## config.mk

```make
export PLATFORM = sky130hd
export DESIGN_NAME = ifetch_queue
export DESIGN_NICKNAME = d
export VERILOG_FILES = /design/src/rtl/ifetch_queue.sv
export SDC_FILE = /design/constraint.sdc
export NUM_CORES = 1
export LEC_CHECK = 0
export CAP_MARGIN = 20
export CELL_PAD_IN_SITES_DETAIL_PLACEMENT = 0
export CELL_PAD_IN_SITES_GLOBAL_PLACEMENT = 1
export CORE_MARGIN = 5
export CORE_UTILIZATION = 43
export CTS_CLUSTER_SIZE = 24
export DETAILED_ROUTE_END_ITERATION = 16
export GPL_TIMING_DRIVEN = 0
export PLACE_DENSITY = 0.94
export SKIP_CTS_REPAIR_TIMING = 1
export SYNTH_ARGS = -nofsm -noshare
export SYNTH_HDL_FRONTEND = slang
export SYNTH_SLANG_ARGS = --single-unit
```

## constraint.sdc

```tcl
create_clock -name clk -period 17.19 [get_ports clk]
set_input_delay 1.719 -clock clk [delete_from_list [all_inputs] [get_ports clk]]
set_output_delay 1.719 -clock clk [all_outputs]
set_load 0.03 [all_outputs]
```

## src/rtl/ifetch_queue.sv

```systemverilog
// Instruction fetch unit: a sequential fetch PC drives a combinational ROM.
// Fetched {pc, instr} pairs go into a 2-entry queue that decode drains.
module ifetch_queue #(
    parameter logic [31:0] RESET_PC = 32'h0000_0000
) (
    input  logic        clk,
    input  logic        rst_n,
    output logic [31:0] rom_addr,
    input  logic [31:0] rom_instr,
    input  logic        redirect_valid,
    input  logic [31:0] redirect_pc,
    input  logic        halt,
    output logic        id_valid,
    input  logic        id_ready,
    output logic [31:0] id_pc,
    output logic [31:0] id_instr,
    output logic [1:0]  fifo_count
);

    typedef enum logic [1:0] {
        ST_BOOT = 2'd0,
        ST_RUN  = 2'd1,
        ST_HALT = 2'd2
    } state_t;

    state_t      state_q, state_d;
    logic [31:0] pc_q, pc_d;
    logic        head_q, head_d;
    logic [1:0]  count_q, count_d;
    logic [31:0] ent_pc_q    [2];
    logic [31:0] ent_instr_q [2];

    logic pop;
    logic push;
    logic tail;
    logic unused_redirect_lsbs;

    // Fetch addresses are word aligned, so the redirect byte offset is dropped.
    assign unused_redirect_lsbs = ^redirect_pc[1:0];

    assign pop  = (count_q != 2'd0) & id_ready;
    assign push = (state_q == ST_RUN) & ~halt & ~redirect_valid
                & ((count_q != 2'd2) | pop);
    // Tail slot is head + count modulo 2; with count=2 that is the slot being freed by pop.
    assign tail = head_q ^ count_q[0];

    always_comb begin
        state_d = state_q;
        pc_d    = pc_q;
        head_d  = head_q;
        count_d = count_q;
        if (redirect_valid) begin
            state_d = ST_RUN;
            pc_d    = {redirect_pc[31:2], 2'b00};
            count_d = 2'd0;
        end else begin
            case (state_q)
                ST_BOOT: state_d = ST_RUN;
                ST_RUN:  if (halt) state_d = ST_HALT;
                default: state_d = state_q;
            endcase
            if (pop) begin
                head_d = ~head_q;
            end
            count_d = count_q + 2'(push) - 2'(pop);
            if (push) begin
                pc_d = pc_q + 32'd4;
            end
        end
    end

    always_ff @(posedge clk) begin
        if (!rst_n) begin
            state_q <= ST_BOOT;
            pc_q    <= {RESET_PC[31:2], 2'b00};
            head_q  <= 1'b0;
            count_q <= 2'd0;
        end else begin
            state_q <= state_d;
            pc_q    <= pc_d;
            head_q  <= head_d;
            count_q <= count_d;
        end
    end

    generate
        for (genvar gi = 0; gi < 2; gi++) begin : g_entry
            always_ff @(posedge clk) begin
                if (!rst_n) begin
                    ent_pc_q[gi]    <= 32'd0;
                    ent_instr_q[gi] <= 32'd0;
                end else if (push && (tail == 1'(gi))) begin
                    ent_pc_q[gi]    <= pc_q;
                    ent_instr_q[gi] <= rom_instr;
                end
            end
        end
    endgenerate

    assign rom_addr   = pc_q;
    assign id_valid   = (count_q != 2'd0);
    assign id_pc      = ent_pc_q[head_q];
    assign id_instr   = ent_instr_q[head_q];
    assign fifo_count = count_q;

endmodule

```

==> results of run 1 <==
[report_power, final]
part           switching [W]  internal (W)
Combinational      0.0000644     0.0000532
Sequential         0.0000112      0.000434
Clock               0.000152      0.000227
Total               0.000228      0.000714
[synthesized netlist by cell type, drive strengths merged (8+ instances only)]
cell type | count | area (µm²)
a21oi | 15 | 75.1
mux2 | 64 | 721
nand3 | 17 | 97.6
and2 | 118 | 739
dfxtp | 36 | 721
nand4 | 11 | 68.8
nor3 | 14 | 70.1
edfxtp | 124 | 3720
clkbuf | 28 | 105
buf | 12 | 70.1
a31oi | 11 | 68.8
inv | 8 | 30.0
o21ai | 12 | 60.1
nor4 | 8 | 50.1
nor2 | 19 | 71.3
nand2 | 28 | 108
[worst paths after layout]
path | endpoint | slack (ps)
max | ent_instr_q[1][6] | 12650
min reg2reg | state_q[1] | 540
max reg2reg | ent_instr_q[1][6] | 14040
min | state_q[1] | 540
[through the flow]
stage / setup WS [ps] / instances / utilization
floorplan: 9420 / 605 / -
global placement: 6230 / 989 / 0.543
detailed placement: 12170 / 993 / 0.551
CTS: 12620 / 1025 / 0.585
global route: 12420 / 1025 / 0.585
finish: 12650 / 1025 / 0.585
[kinds of logic (layout without fill, tap and decap cells)]
kind of cell	count (synthesis)	in the layout	synth area share
other	1	4	0.000506
muxes	65	65	0.0986
AOI/OAI and AO/OA	71	71	0.0643
adders and majority gates	3	3	0.00507
xor gates and xnor gates	11	11	0.0130
and+or+nand+nor	241	241	0.190
buffers and inverters	50	245	0.0287
DFF	160	160	0.600
[cell type report]
class	count	area, µm²
Fill cell	1420	7100
Inverter	10	37.5
Multi-Input combinational cell	395	2790
Tap cell	225	282
Clock buffer	17	425
Clock inverter	15	168
Timing Repair Buffer	163	1700
Buffer	40	175
Sequential cell	160	4440
[sequential cells by signal, summed over array words and instances, names as in the netlist, named ones only]
name,count
head_q,1
ent_instr_q,64
ent_pc_q,60
state_q,2
fifo_count,2
rom_addr,30
[layer usage]
layer / vias to the layer above / routed length, µm
li1: 2569 / -
met2: 206 / 9320
met1: 2648 / 8230
met4: 0 / 359
met5: - / 0
met3: 28 / 1260
[worst register-to-register path: stages, from the launching register on]
cell and delay [ps]:
dfxtp_1 330, nor4b_1 400, and2b_1 310, inv_1 80, buf_2 190, clkbuf_1 320
o21ai_4 760, buf_16 260, buf_16 190
==> impl_metrics.py, run 1 <==
metrics = {
    "timing": {
        "slew_headroom": 0.351,
        "hold_viol": 0,
        "setup_violations": 0,
        "rsz0062_at_grt": "false",
        "worstMarginPinSlew_ps": 965,
        "fmax_ghz": 0.220,
        "drv_slew": 0,
        "fin_crit_ps": 4540,
        "fin_hold_ws_ps": 541,
        "period_share": 0.264,
        "fin_setup_tns_ps": 0,
        "finalClockSkew_ps": 8.83,
    },
    "cells_and_area": {
        "drive_gt1_frac": 0.145,
        "diodes": 0,
        "final_nets": 859,
        "areaGrowthSynthToFinish_pct": 35.2,
        "final_cell_mix": "159 x clkdlybuf4s50_1, 124 x edfxtp_1, 117 x and2_1",
        "final_common_cell": "clkdlybuf4s50_1",
        "fin_area_mm2": 0.0100,
    },
    "global_route": {
        "grt_pass1_vias": 5351,
        "met1_usage": 0.254,
        "use_met2": 0.312,
        "grt_pass1_wl_um": 29400,
        "grt_busiest_layer": "met2",
        "met3_usage": 0.0479,
        "grt_usage": 0.192,
        "grt_max_degree": 25,
        "overflow": 0,
        "antenna_found_initial": 0,
    },
    "routing": {
        "routed_wl_um": 19200,
        "viasPerCell": 5.32,
        "first_pass_iters": 5,
        "via_count": 5451,
        "antenna_left": 0,
        "drc": 0,
        "post_drt_wl_per_cell_um": 18.7,
        "drtIter0Drc": 426,
    },
    "worst_setup_path": {
        "reg2reg_depth": 8,
        "start_kind": "primary input",
        "end_kind": "register",
        "startpoint": "halt",
        "crit_chain": "clkdlybuf4s50_1, nor4b_1, and2b_1, inv_1, buf_2, clkbuf_1, o21ai_4, buf_16, buf_16",
        "crit_family": "buffers and inverters",
        "cp.required_ps": 17320,
        "cp_data_arrival_time_ps": 4670,
        "r2r-start": "state_q[1]",
        "path_class": "primary input to register",
        "critPathSlowestCell": "o21ai_4",
        "crit_cells": 9,
        "critPathBufInv": 6,
        "max_stage_delay_ps": 760,
        "cpMostUsedCell": "buf_16",
        "cp_max_fo": 22,
    },
    "outcome": {
        "status": "complete, no violations",
    },
    "synth": {
        "synthDistinctLibCells": 60,
        "ys_seq_area_frac": 0.600,
        "netlist_instances": 602,
        "syn_avg_cell_area_um2": 12.3,
        "synth_seq_cells": 160,
        "yosys_warnings": 0,
        "synth_ff_type": "edfxtp_1",
        "synth_edf_count": 124,
        "synth.cell_area_mm2": 0.00741,
        "async_reset_ff_frac": 0,
    },
    "floorplan": {
        "coreArea_mm2": 0.0171,
        "initial_core_util": 0.433,
        "fp.dieH_um": 141,
        "dieArea_mm2": 0.0200,
        "boundaryPins": 168,
        "num_rows": 48,
        "die_w_um": 141,
    },
    "power_and_ir_drop": {
        "p_leak_nw": 3.61,
        "irDropWorstVdd_mv": 0.0751,
        "power.density_mw_per_mm2": 94.0,
        "total_power_w": 0.000942,
    },
    "worst_hold_path": {
        "min_from": "state_q[1]",
        "hold_class": "register to register",
        "whs_path_depth": 2,
    },
    "clocking": {
        "cts_tree": "done",
        "cts.clk_slew.worst_paths_ps": 60,
        "worstSkewPairLatency_ps": 420,
        "numCtsBuffers": 17,
        "clockRootBuffer": "clkbuf_16",
        "htree_levels": 4,
        "clk_path_buf_depth": 2,
        "cts_sinks": 160,
    },
    "placement": {
        "place.gp.congestion": 0.867,
        "hpwlAfterDp_um": 13700,
        "port_buffers": 159,
        "place_area_mm2": 0.00943,
    },
    "job": {
        "max_cap_violations": 0,
    },
}
Note: power is estimated with default switching activity, not from simulation.
==> run 2: changes to the inputs <==
--- a/config.mk
+++ b/config.mk
@@ -9,11 +9,11 @@
 export CELL_PAD_IN_SITES_DETAIL_PLACEMENT = 0
 export CELL_PAD_IN_SITES_GLOBAL_PLACEMENT = 1
 export CORE_MARGIN = 5
-export CORE_UTILIZATION = 43
+export CORE_UTILIZATION = 36
 export CTS_CLUSTER_SIZE = 24
 export DETAILED_ROUTE_END_ITERATION = 16
 export GPL_TIMING_DRIVEN = 0
-export PLACE_DENSITY = 0.94
+export PLACE_DENSITY = 0.85
 export SKIP_CTS_REPAIR_TIMING = 1
 export SYNTH_ARGS = -nofsm -noshare
 export SYNTH_HDL_FRONTEND = slang
==> constraint.sdc (replaced) <==
create_clock -name clk -period 3.7 [get_ports clk]
set_input_delay 0.37 -clock clk [delete_from_list [all_inputs] [get_ports clk]]
set_output_delay 0.37 -clock clk [all_outputs]
set_load 0.03 [all_outputs]
==> run 2 against run 1 <==
Net effect: clock skew rose by 1.1 ps; utilization fell by 8.2 points; cell area rose by 1.6%; critical path type is now register to output port; largest power group is now clock.
==> impl_metrics.py, run 2 (same netlist as run 1, synthesis figures left out) <==
metrics = {
    "routing": {
        "drc": 0,
        "viasPerCell": 5.04,
        "first_pass_iters": 4,
        "antenna_left": 0,
        "routed_wl_um": 20000,
        "drtIter0Drc": 360,
        "via_count": 5389,
        "post_drt_wl_per_cell_um": 18.7,
    },
    "power_and_ir_drop": {
        "total_power_w": 0.00470,
        "irDropWorstVdd_mv": 0.301,
        "power.density_mw_per_mm2": 462,
        "p_leak_nw": 3.67,
    },
    "timing": {
        "finalClockSkew_ps": 9.95,
        "slew_headroom": 0.293,
        "fin_ws_ps": 555,
        "rsz0062_at_grt": "false",
        "period_share": 0.850,
        "worstMarginPinSlew_ps": 1050,
        "setup_violations": 0,
        "hold_viol": 0,
        "fmax_ghz": 0.318,
        "fin_crit_ps": 3150,
        "drv_slew": 0,
    },
    "floorplan": {
        "num_rows": 52,
        "die_w_um": 153,
        "dieArea_mm2": 0.0236,
        "coreArea_mm2": 0.0202,
        "initial_core_util": 0.366,
        "fp.dieH_um": 153,
        "boundaryPins": 168,
    },
    "cells_and_area": {
        "final_core_util": 0.503,
        "final_nets": 859,
        "drive_gt1_frac": 0.149,
        "areaGrowthSynthToFinish_pct": 37.4,
        "largest_reg_flops": 64,
        "final_common_cell": "clkdlybuf4s50_1",
        "final_cell_mix": "159 x clkdlybuf4s50_1, 124 x edfxtp_1, 117 x and2_1",
        "diodes": 0,
        "final-instance-count-excl-fill": 1070,
        "largest-register": "ent_instr_q",
    },
    "placement": {
        "hpwlAfterDp_um": 14400,
        "port_buffers": 159,
        "place.gp.congestion": 0.870,
        "dpl.cell_count": 1038,
        "pre_cts_ws_ps": 166,
    },
    "global_route": {
        "grt_pass1_vias": 5434,
        "grt_pass1_wl_um": 31400,
        "grt_max_degree": 24,
        "antenna_found_initial": 0,
        "grt_usage": 0.169,
        "overflow": 0,
    },
    "worst_setup_path": {
        "path_class": "register to output port",
        "end_kind": "output port",
        "cp.required_ps": 3330,
        "cp_data_arrival_time_ps": 2780,
        "start_kind": "register",
        "cp_max_fo": 10,
    },
    "worst_hold_path": {
        "hold_class": "primary input to register",
    },
    "outcome": {
        "status": "complete, no violations",
    },
    "clocking": {
        "clk_path_buf_depth": 2,
        "clockRootBuffer": "clkbuf_16",
        "worstSkewPairLatency_ps": 420,
        "cts_tree": "done",
        "cts.clk_slew.worst_paths_ps": 70,
        "cts_sinks": 160,
        "htree_levels": 4,
        "numCtsBuffers": 17,
    },
    "job": {
        "max_cap_violations": 0,
    },
}
## run 2: cell count changes in the layout (fill, tap and decap cells not counted), sizes merged
cell / delta
clkinvlp: -2
bufinv: +4
inv: +1
clkinv: -6
clkbuf: +3
## run 2: critical path, cell delays in order (launching register included)
cell and delay (ps):
dfxtp_1 300, clkbuf_1 420, buf_1 590, mux2_2 410
clkdlybuf4s50_1 640
## run 2: cell type report
cell class / instances / area (µm²)
buffer: 40 / 175
clock buffer: 20 / 457
clock inverter: 12 / 253
fill: 1811 / 10100
inverter: 10 / 37.5
multi-input combinational: 395 / 2790
sequential: 160 / 4440
tap: 270 / 338
timing repair buffer: 163 / 1690
## run 2: layer usage
metal | GRT usage | part of all wire | up-vias
met3 | 0.0390 | 0.049 | 11
met1 | 0.223 | 0.44 | 2641
met4 | 0.0378 | 0.0088 | 0
li1 | - | - | 2570
met2 | 0.286 | 0.50 | 167
met5 | 0 | 0 | -
## run 2: worst paths after layout
path	from	end	slack, ps	cells after the start
worst max-delay path	register	id_pc[13]	550	4
worst min-delay path	rst_n	rom_addr[30]	320	3
worst max register to register	state_q[1]	ent_instr_q[0][9]	660	7
worst min register to register	state_q[1]	state_q[1]	540	2
## run 2: through the flow
step           cell area [µm²]  setup TNS, ps  hold WS [ps]
2_1_floorplan             7420        -129020           474
3_3_place_gp              9350        -436620           501
3_5_place_dp              9470              0           513
4_1_cts                  10200              0           298
5_1_grt                  10200              0           333
6_report                 10200              0           317
## run 2: where the power goes
group | leakage, nW | switching [W] | internal (W)
Sequential | 1.58 | 0.0000522 | 0.00202
Combinational | 1.74 | 0.000301 | 0.000245
Clock | 0.341 | 0.000710 | 0.00138
Total | 3.67 | 0.00106 | 0.00364
